`src/rtl/alu_result_stage_pkg.sv`:
```
// Shared encodings for the ALU result stage: command opcodes, buffer depth and occupancy states.
// The optional ALU_STAGE_OPCOUNT_EN build adds no package content.
package alu_result_stage_pkg;

  localparam int DEPTH = 2;

  typedef enum logic [1:0] {
    CMD_ADD  = 2'd0,
    CMD_SUB  = 2'd1,
    CMD_SLT  = 2'd2,
    CMD_RSVD = 2'd3
  } cmd_e;

  typedef enum logic [1:0] {
    OCC_EMPTY = 2'd0,
    OCC_ONE   = 2'd1,
    OCC_FULL  = 2'd2
  } occ_e;

endpackage

```
`src/rtl/alu_result_stage_addsub_core.sv`:
```
// Combinational add/subtract/set-less-than evaluation with carry, signed overflow and zero flags.
// SLT and the reserved command report no carry or overflow.
module alu_addsub_core
  import alu_result_stage_pkg::*;
#(
  parameter int WIDTH = 10
) (
  input  logic [WIDTH-1:0] a,
  input  logic [WIDTH-1:0] b,
  input  logic [1:0]       cmd,
  output logic [WIDTH-1:0] result,
  output logic             carryout,
  output logic             overflow,
  output logic             zero
);

  logic [WIDTH-1:0] b_eff_s;
  logic             cin_s;
  logic [WIDTH:0]   sum_s;
  logic             ovf_s;

  // Shared adder: ADD uses b directly, every other command evaluates a - b
  always_comb begin
    b_eff_s = b;
    cin_s   = 1'b0;
    if (cmd == CMD_ADD) begin
      b_eff_s = b;
      cin_s   = 1'b0;
    end else begin
      b_eff_s = ~b;
      cin_s   = 1'b1;
    end
    sum_s = {1'b0, a} + {1'b0, b_eff_s} + {{WIDTH{1'b0}}, cin_s};
    ovf_s = (a[WIDTH-1] == b_eff_s[WIDTH-1]) && (sum_s[WIDTH-1] != a[WIDTH-1]);
  end

  // Select the final result and flags per command
  always_comb begin
    result   = {WIDTH{1'b0}};
    carryout = 1'b0;
    overflow = 1'b0;
    case (cmd)
      CMD_ADD, CMD_SUB: begin
        result   = sum_s[WIDTH-1:0];
        carryout = sum_s[WIDTH];
        overflow = ovf_s;
      end
      CMD_SLT: begin
        // true signed less-than even when a - b itself overflows
        result   = {{(WIDTH-1){1'b0}}, sum_s[WIDTH-1] ^ ovf_s};
        carryout = 1'b0;
        overflow = 1'b0;
      end
      CMD_RSVD: begin
        result   = {WIDTH{1'b0}};
        carryout = 1'b0;
        overflow = 1'b0;
      end
      default: begin
        result   = {WIDTH{1'b0}};
        carryout = 1'b0;
        overflow = 1'b0;
      end
    endcase
    zero = (result == {WIDTH{1'b0}});
  end

endmodule

```
`src/rtl/alu_result_stage.sv`:
```
// Registered ALU result stage: valid/ready input, 2-entry ring output buffer, sticky overflow.
// Define ALU_STAGE_OPCOUNT_EN to add the 16-bit op_count debug output.
module alu_result_stage
  import alu_result_stage_pkg::*;
#(
  parameter int WIDTH = 10
) (
  input  logic             clk,
  input  logic             rst_n,
  input  logic             in_valid,
  output logic             in_ready,
  input  logic [1:0]       in_cmd,
  input  logic [WIDTH-1:0] in_a,
  input  logic [WIDTH-1:0] in_b,
  output logic             out_valid,
  input  logic             out_ready,
  output logic [WIDTH-1:0] out_result,
  output logic             out_carryout,
  output logic             out_overflow,
  output logic             out_zero,
  output logic             sticky_ovf,
  input  logic             clr_sticky
`ifdef ALU_STAGE_OPCOUNT_EN
  ,
  output logic [15:0]      op_count
`endif
);

  logic [WIDTH-1:0] core_result_s;
  logic             core_carry_s;
  logic             core_ovf_s;
  logic             core_zero_s;

  logic [WIDTH-1:0] res_mem_r [0:DEPTH-1];
  logic [2:0]       flg_mem_r [0:DEPTH-1];
  logic             wr_ptr_r;
  logic             rd_ptr_r;
  occ_e             state_r;
  occ_e             state_s;
  logic             full_s;
  logic             push_s;
  logic             pop_s;
  logic             sticky_r;

  alu_addsub_core #(.WIDTH(WIDTH)) u_core (
    .a        (in_a),
    .b        (in_b),
    .cmd      (in_cmd),
    .result   (core_result_s),
    .carryout (core_carry_s),
    .overflow (core_ovf_s),
    .zero     (core_zero_s)
  );

  // Handshake decode and occupancy next-state
  always_comb begin
    state_s   = state_r;
    full_s    = (state_r == OCC_FULL);
    out_valid = (state_r != OCC_EMPTY);
    in_ready  = !full_s || out_ready;
    push_s    = in_valid && in_ready;
    pop_s     = out_valid && out_ready;
    case (state_r)
      OCC_EMPTY: begin
        if (push_s) state_s = OCC_ONE;
        else        state_s = OCC_EMPTY;
      end
      OCC_ONE: begin
        if (push_s && !pop_s)      state_s = OCC_FULL;
        else if (!push_s && pop_s) state_s = OCC_EMPTY;
        else                       state_s = OCC_ONE;
      end
      OCC_FULL: begin
        if (pop_s && !push_s) state_s = OCC_ONE;
        else                  state_s = OCC_FULL;
      end
      default: state_s = OCC_EMPTY;
    endcase
  end

  // Occupancy state register
  always_ff @(posedge clk or negedge rst_n) begin
    if (!rst_n) state_r <= OCC_EMPTY;
    else        state_r <= state_s;
  end

  // Ring storage and 1-bit pointers; entries cleared so outputs read 0 out of reset
  always_ff @(posedge clk or negedge rst_n) begin
    if (!rst_n) begin
      for (int i = 0; i < DEPTH; i++) begin
        res_mem_r[i] <= {WIDTH{1'b0}};
        flg_mem_r[i] <= 3'b000;
      end
      wr_ptr_r <= 1'b0;
      rd_ptr_r <= 1'b0;
    end else begin
      if (push_s) begin
        res_mem_r[wr_ptr_r] <= core_result_s;
        flg_mem_r[wr_ptr_r] <= {core_carry_s, core_ovf_s, core_zero_s};
        wr_ptr_r            <= ~wr_ptr_r;
      end
      if (pop_s) begin
        rd_ptr_r <= ~rd_ptr_r;
      end
    end
  end

  assign out_result   = res_mem_r[rd_ptr_r];
  assign out_carryout = flg_mem_r[rd_ptr_r][2];
  assign out_overflow = flg_mem_r[rd_ptr_r][1];
  assign out_zero     = flg_mem_r[rd_ptr_r][0];

  // Sticky overflow: a new overflow beats a same-cycle clear
  always_ff @(posedge clk or negedge rst_n) begin
    if (!rst_n)                     sticky_r <= 1'b0;
    else if (push_s && core_ovf_s)  sticky_r <= 1'b1;
    else if (clr_sticky)            sticky_r <= 1'b0;
    else                            sticky_r <= sticky_r;
  end

  assign sticky_ovf = sticky_r;

`ifdef ALU_STAGE_OPCOUNT_EN
  logic [15:0] op_count_r;

  // Completed-operation counter, wraps naturally at 16 bits
  always_ff @(posedge clk or negedge rst_n) begin
    if (!rst_n)          op_count_r <= 16'd0;
    else if (clr_sticky) op_count_r <= 16'd0;
    else if (pop_s)      op_count_r <= op_count_r + 16'd1;
    else                 op_count_r <= op_count_r;
  end

  assign op_count = op_count_r;
`endif

endmodule

```
`config.mk`:
```
export PLATFORM = sky130hd
export DESIGN_NAME = alu_result_stage
export DESIGN_NICKNAME = d
export VERILOG_FILES = /design/src/rtl/alu_result_stage_pkg.sv /design/src/rtl/alu_result_stage_addsub_core.sv /design/src/rtl/alu_result_stage.sv
export SDC_FILE = /design/constraint.sdc
export NUM_CORES = 1
export LEC_CHECK = 0
export CAP_MARGIN = 20
export CORE_UTILIZATION = 45
export CTS_CLUSTER_SIZE = 30
export DETAILED_ROUTE_END_ITERATION = 10
export DONT_BUFFER_PORTS = 1
export HOLD_SLACK_MARGIN = 0.08
export PLACE_DENSITY = 0.64
export SYNTH_ARGS = -nofsm -noshare
export SYNTH_HDL_FRONTEND = slang
export SYNTH_SLANG_ARGS = --single-unit
```
`constraint.sdc`:
```
create_clock -name clk -period 3.65 [get_ports clk]
set_input_delay 0.365 -clock clk [delete_from_list [all_inputs] [get_ports clk]]
set_output_delay 0.365 -clock clk [all_outputs]
set_load 0.01 [all_outputs]
```
==> flow_summary.json <==
{
  "worstSetupEndpointType": "register",
  "rows": 24,
  "diodes": 0,
  "max-clock-path-buffers": 2,
  "grt_first_pass_wirelength_um": 7200,
  "ys_seq_elements": 31,
  "htreeDepth": 2,
  "grt-ovfl-total": 0,
  "grt_use_total_pct": 18.5,
  "cts_buffers": 5,
  "max_freq_mhz": 378,
  "initial_core_util_pct": 48.0,
  "syn_to_final_growth_pct": 6.28,
  "cts.clk_slew.worst_paths_ns": 0.06,
  "cts_resized": 0,
  "yosys_warnings": 0,
  "criticalPathCategory": "in2reg",
  "drtIter0Drc": 64,
  "grt_max_degree": 32,
  "grt_pass1_vias": 1578,
  "synth_nets": 246,
  "worst_setup_path_start_kind": "input port",
  "synth_cell_types": 50,
  "cts.root.buffer_cell": "clkbuf_8",
  "setup_tns_ns": 0,
  "worst_ep_arrival_time_ns": 2.80,
  "drv_slew": 0,
  "synthCells": 206,
  "power.density_nw_per_um2": 633,
  "violations": "DRC",
  "synth-main-ff-cell": "dfrtp_1",
  "ir_worst_vdd_v": 0.000292,
  "design.core.area_sq_um": 4440,
  "syn-cell-area_sq_um": 2130,
  "crit_slowest_cell": "o311ai_0",
  "synthArstFlopShare_pct": 100,
  "drtAntennaViolNets": 0,
  "n_fill_cell": 410,
  "finalCritPeriodShare_pct": 72.5,
  "worst_pin_slew_ns": 0.786,
  "nets": 247,
  "hold_path.class": "in2reg",
  "finalSetupViolCount": 0,
  "clk_latency_ns": 0.27,
  "drv_cap": 0,
  "ioPinCount": 43,
  "maxSlewHeadroom_pct": 47.6,
  "io_buffer_count": 0,
  "fp.dieH_um": 70.8,
  "yosys.area.top_type_share_pct": 36.4,
  "viasPerCell": 5.98,
  "rsz0062_at_grt": "false",
  "synth_edf_count": 0,
  "synth.yosys.seq_area_share_pct": 36.4,
  "antenna_found_initial": 0,
  "dieWidth_um": 70.8,
  "multi_input_area_sq_um": 1290,
  "hold_viol": 0,
  "leakage_nw": 0.977,
  "die_area_sq_um": 5020,
  "cts_tree": "done",
  "power_w": 0.00144,
  "drive_gt1_share_pct": 23.8,
  "finalClockSkew_ns": 0.00731,
  "crit_family": "compound AO/OA/AOI/OAI gates",
  "cts_hold_buf": 2,
  "drc": 5,
  "critPathMaxStageDelay_ns": 0.68,
  "cts_setup_buffers": 0,
  "cts_sinks": 31,
  "avgSynthCellArea_sq_um": 10.3,
  "routed_wl_um": 4270,
  "fin_crit_ns": 2.64,
  "synthTopCellsByArea": "dfrtp_1 (36%), mux2_2 (15%), ha_1 (7.0%)",
  "synth_top_area_cell": "dfrtp_1",
  "gp_congestion": 0.836,
  "register_area_sq_um": 776,
  "status": "complete, but fails checks",
  "vias": 1544,
  "cp_cell_sequence": "nor2_2 > xnor2_1 > inv_1 > fa_1 > nand2b_1 > a21o_1 > o311ai_0 > nor3_1 > a32o_1",
  "cp_data_required_time_ns": 3.81,
  "drt_pass1_iterations": 7,
  "crit_buf_inv": 1,
  "crit_fanout": 28,
  "avgRoutedWirePerCell_um": 16.6,
  "hpwlAfterDp_um": 3320
}
-- cell families after synthesis --
kind of cell / Yosys count / synth area share [%]
compound gates: 43 / 15.5
mux: 29 / 15.3
xor+xnor: 15 / 6.16
flops: 31 / 36.4
fa+ha+maj: 13 / 7.98
simple gates: 60 / 15.7
buf+inv: 15 / 2.99
-- per-stage QoR --
step / setup slack, ns / instances / util, % / hold WS (ns) / area (sq um)
2_1_floorplan: 0.356 / 206 / - / 0.0694 / 2130
3_3_place_gp: 0.915 / 250 / 48.7 / 0.0700 / 2160
3_5_place_dp: 0.694 / 250 / 48.7 / 0.0701 / 2160
4_1_cts: 0.986 / 258 / 51.0 / 0.180 / 2270
5_1_grt: 0.839 / 258 / 51.0 / 0.182 / 2270
6_report: 1.01 / 258 / 51.0 / 0.187 / 2270
-- cells in the final DEF (no fill, tap or decap), types with 2 or more instances in the layout --
cell type / count
nor2b_1: 2
clkbuf_8: 5
o21ai_0: 7
nor4b_1: 3
dfrtp_1: 31
o31ai_1: 5
nand2b_1: 5
ha_1: 12
o22ai_1: 2
a21o_1: 2
a32o_1: 2
nor3_1: 4
or2_2: 3
nor2_1: 8
mux2_2: 28
xnor2_1: 11
nand2_1: 21
a21oi_1: 11
o21ai_2: 2
nor3b_1: 2
inv_1: 6
xor2_1: 4
-- metal layers --
metal	part of all wire, %	global-route usage, %
met1	44	23.0
met4	1.5	6.67
met2	50	31.9
met5	0	0
met3	4.2	3.85
-- power breakdown --
part | switching, W | internal (W) | leakage (nW) | total [W]
combinational | 0.000312 | 0.000295 | 0.540 | 0.000607
clock | 0.000106 | 0.000126 | 0.0371 | 0.000233
sequential | 0.000108 | 0.000487 | 0.400 | 0.000595
total | 0.000526 | 0.000909 | 0.977 | 0.00144
-- Yosys cell counts, types with 2 or more instances --
cell	count
a21o_1	2
a21oi_1	11
a32o_1	2
buf_2	6
clkbuf_1	2
dfrtp_1	31
ha_1	12
inv_1	6
mux2_2	28
nand2_1	21
nand2b_1	5
nor2_1	8
nor2b_1	2
nor3_1	4
nor3b_1	2
nor4b_1	3
o21ai_0	7
o21ai_2	2
o22ai_1	2
o31ai_1	5
or2_2	3
xnor2_1	11
xor2_1	4
-- final timing paths --
path                                          start                        end  slack [ns]  depth (start not counted)
setup / recovery                          in_cmd[1]   flg_mem_r[0]$_DFFE_PN0P_        1.01                          9
hold / removal                           clr_sticky     sticky_ovf$_DFFE_PN0P_        0.19                          1
setup reg to reg               state_r[0]$_DFF_PN0_  res_mem_r[10]$_DFFE_PN0P_        1.32                          6
hold reg to reg            flg_mem_r[5]$_DFFE_PN0P_   flg_mem_r[5]$_DFFE_PN0P_        0.47                          2
max in group asynchronous                     rst_n   res_mem_r[8]$_DFFE_PN0P_        2.94                          2
min in group asynchronous                     rst_n     sticky_ovf$_DFFE_PN0P_        0.54                          2
-- cell type report --
type,count,area share [%]
inverter,6,0.994
timing repair buffer,3,1.66
sequential,31,34.2
tap,52,2.87
clock buffer,6,3.20
multi-input combinational,160,57.0
-- flip-flops by register name, summed over array words and instances, names as in the netlist --
signal and cells:
state_r 2, sticky_ovf 1, flg_mem_r 6, res_mem_r 20, rd_ptr_r 1, wr_ptr_r 1
Power figures use the tool's default switching activity.
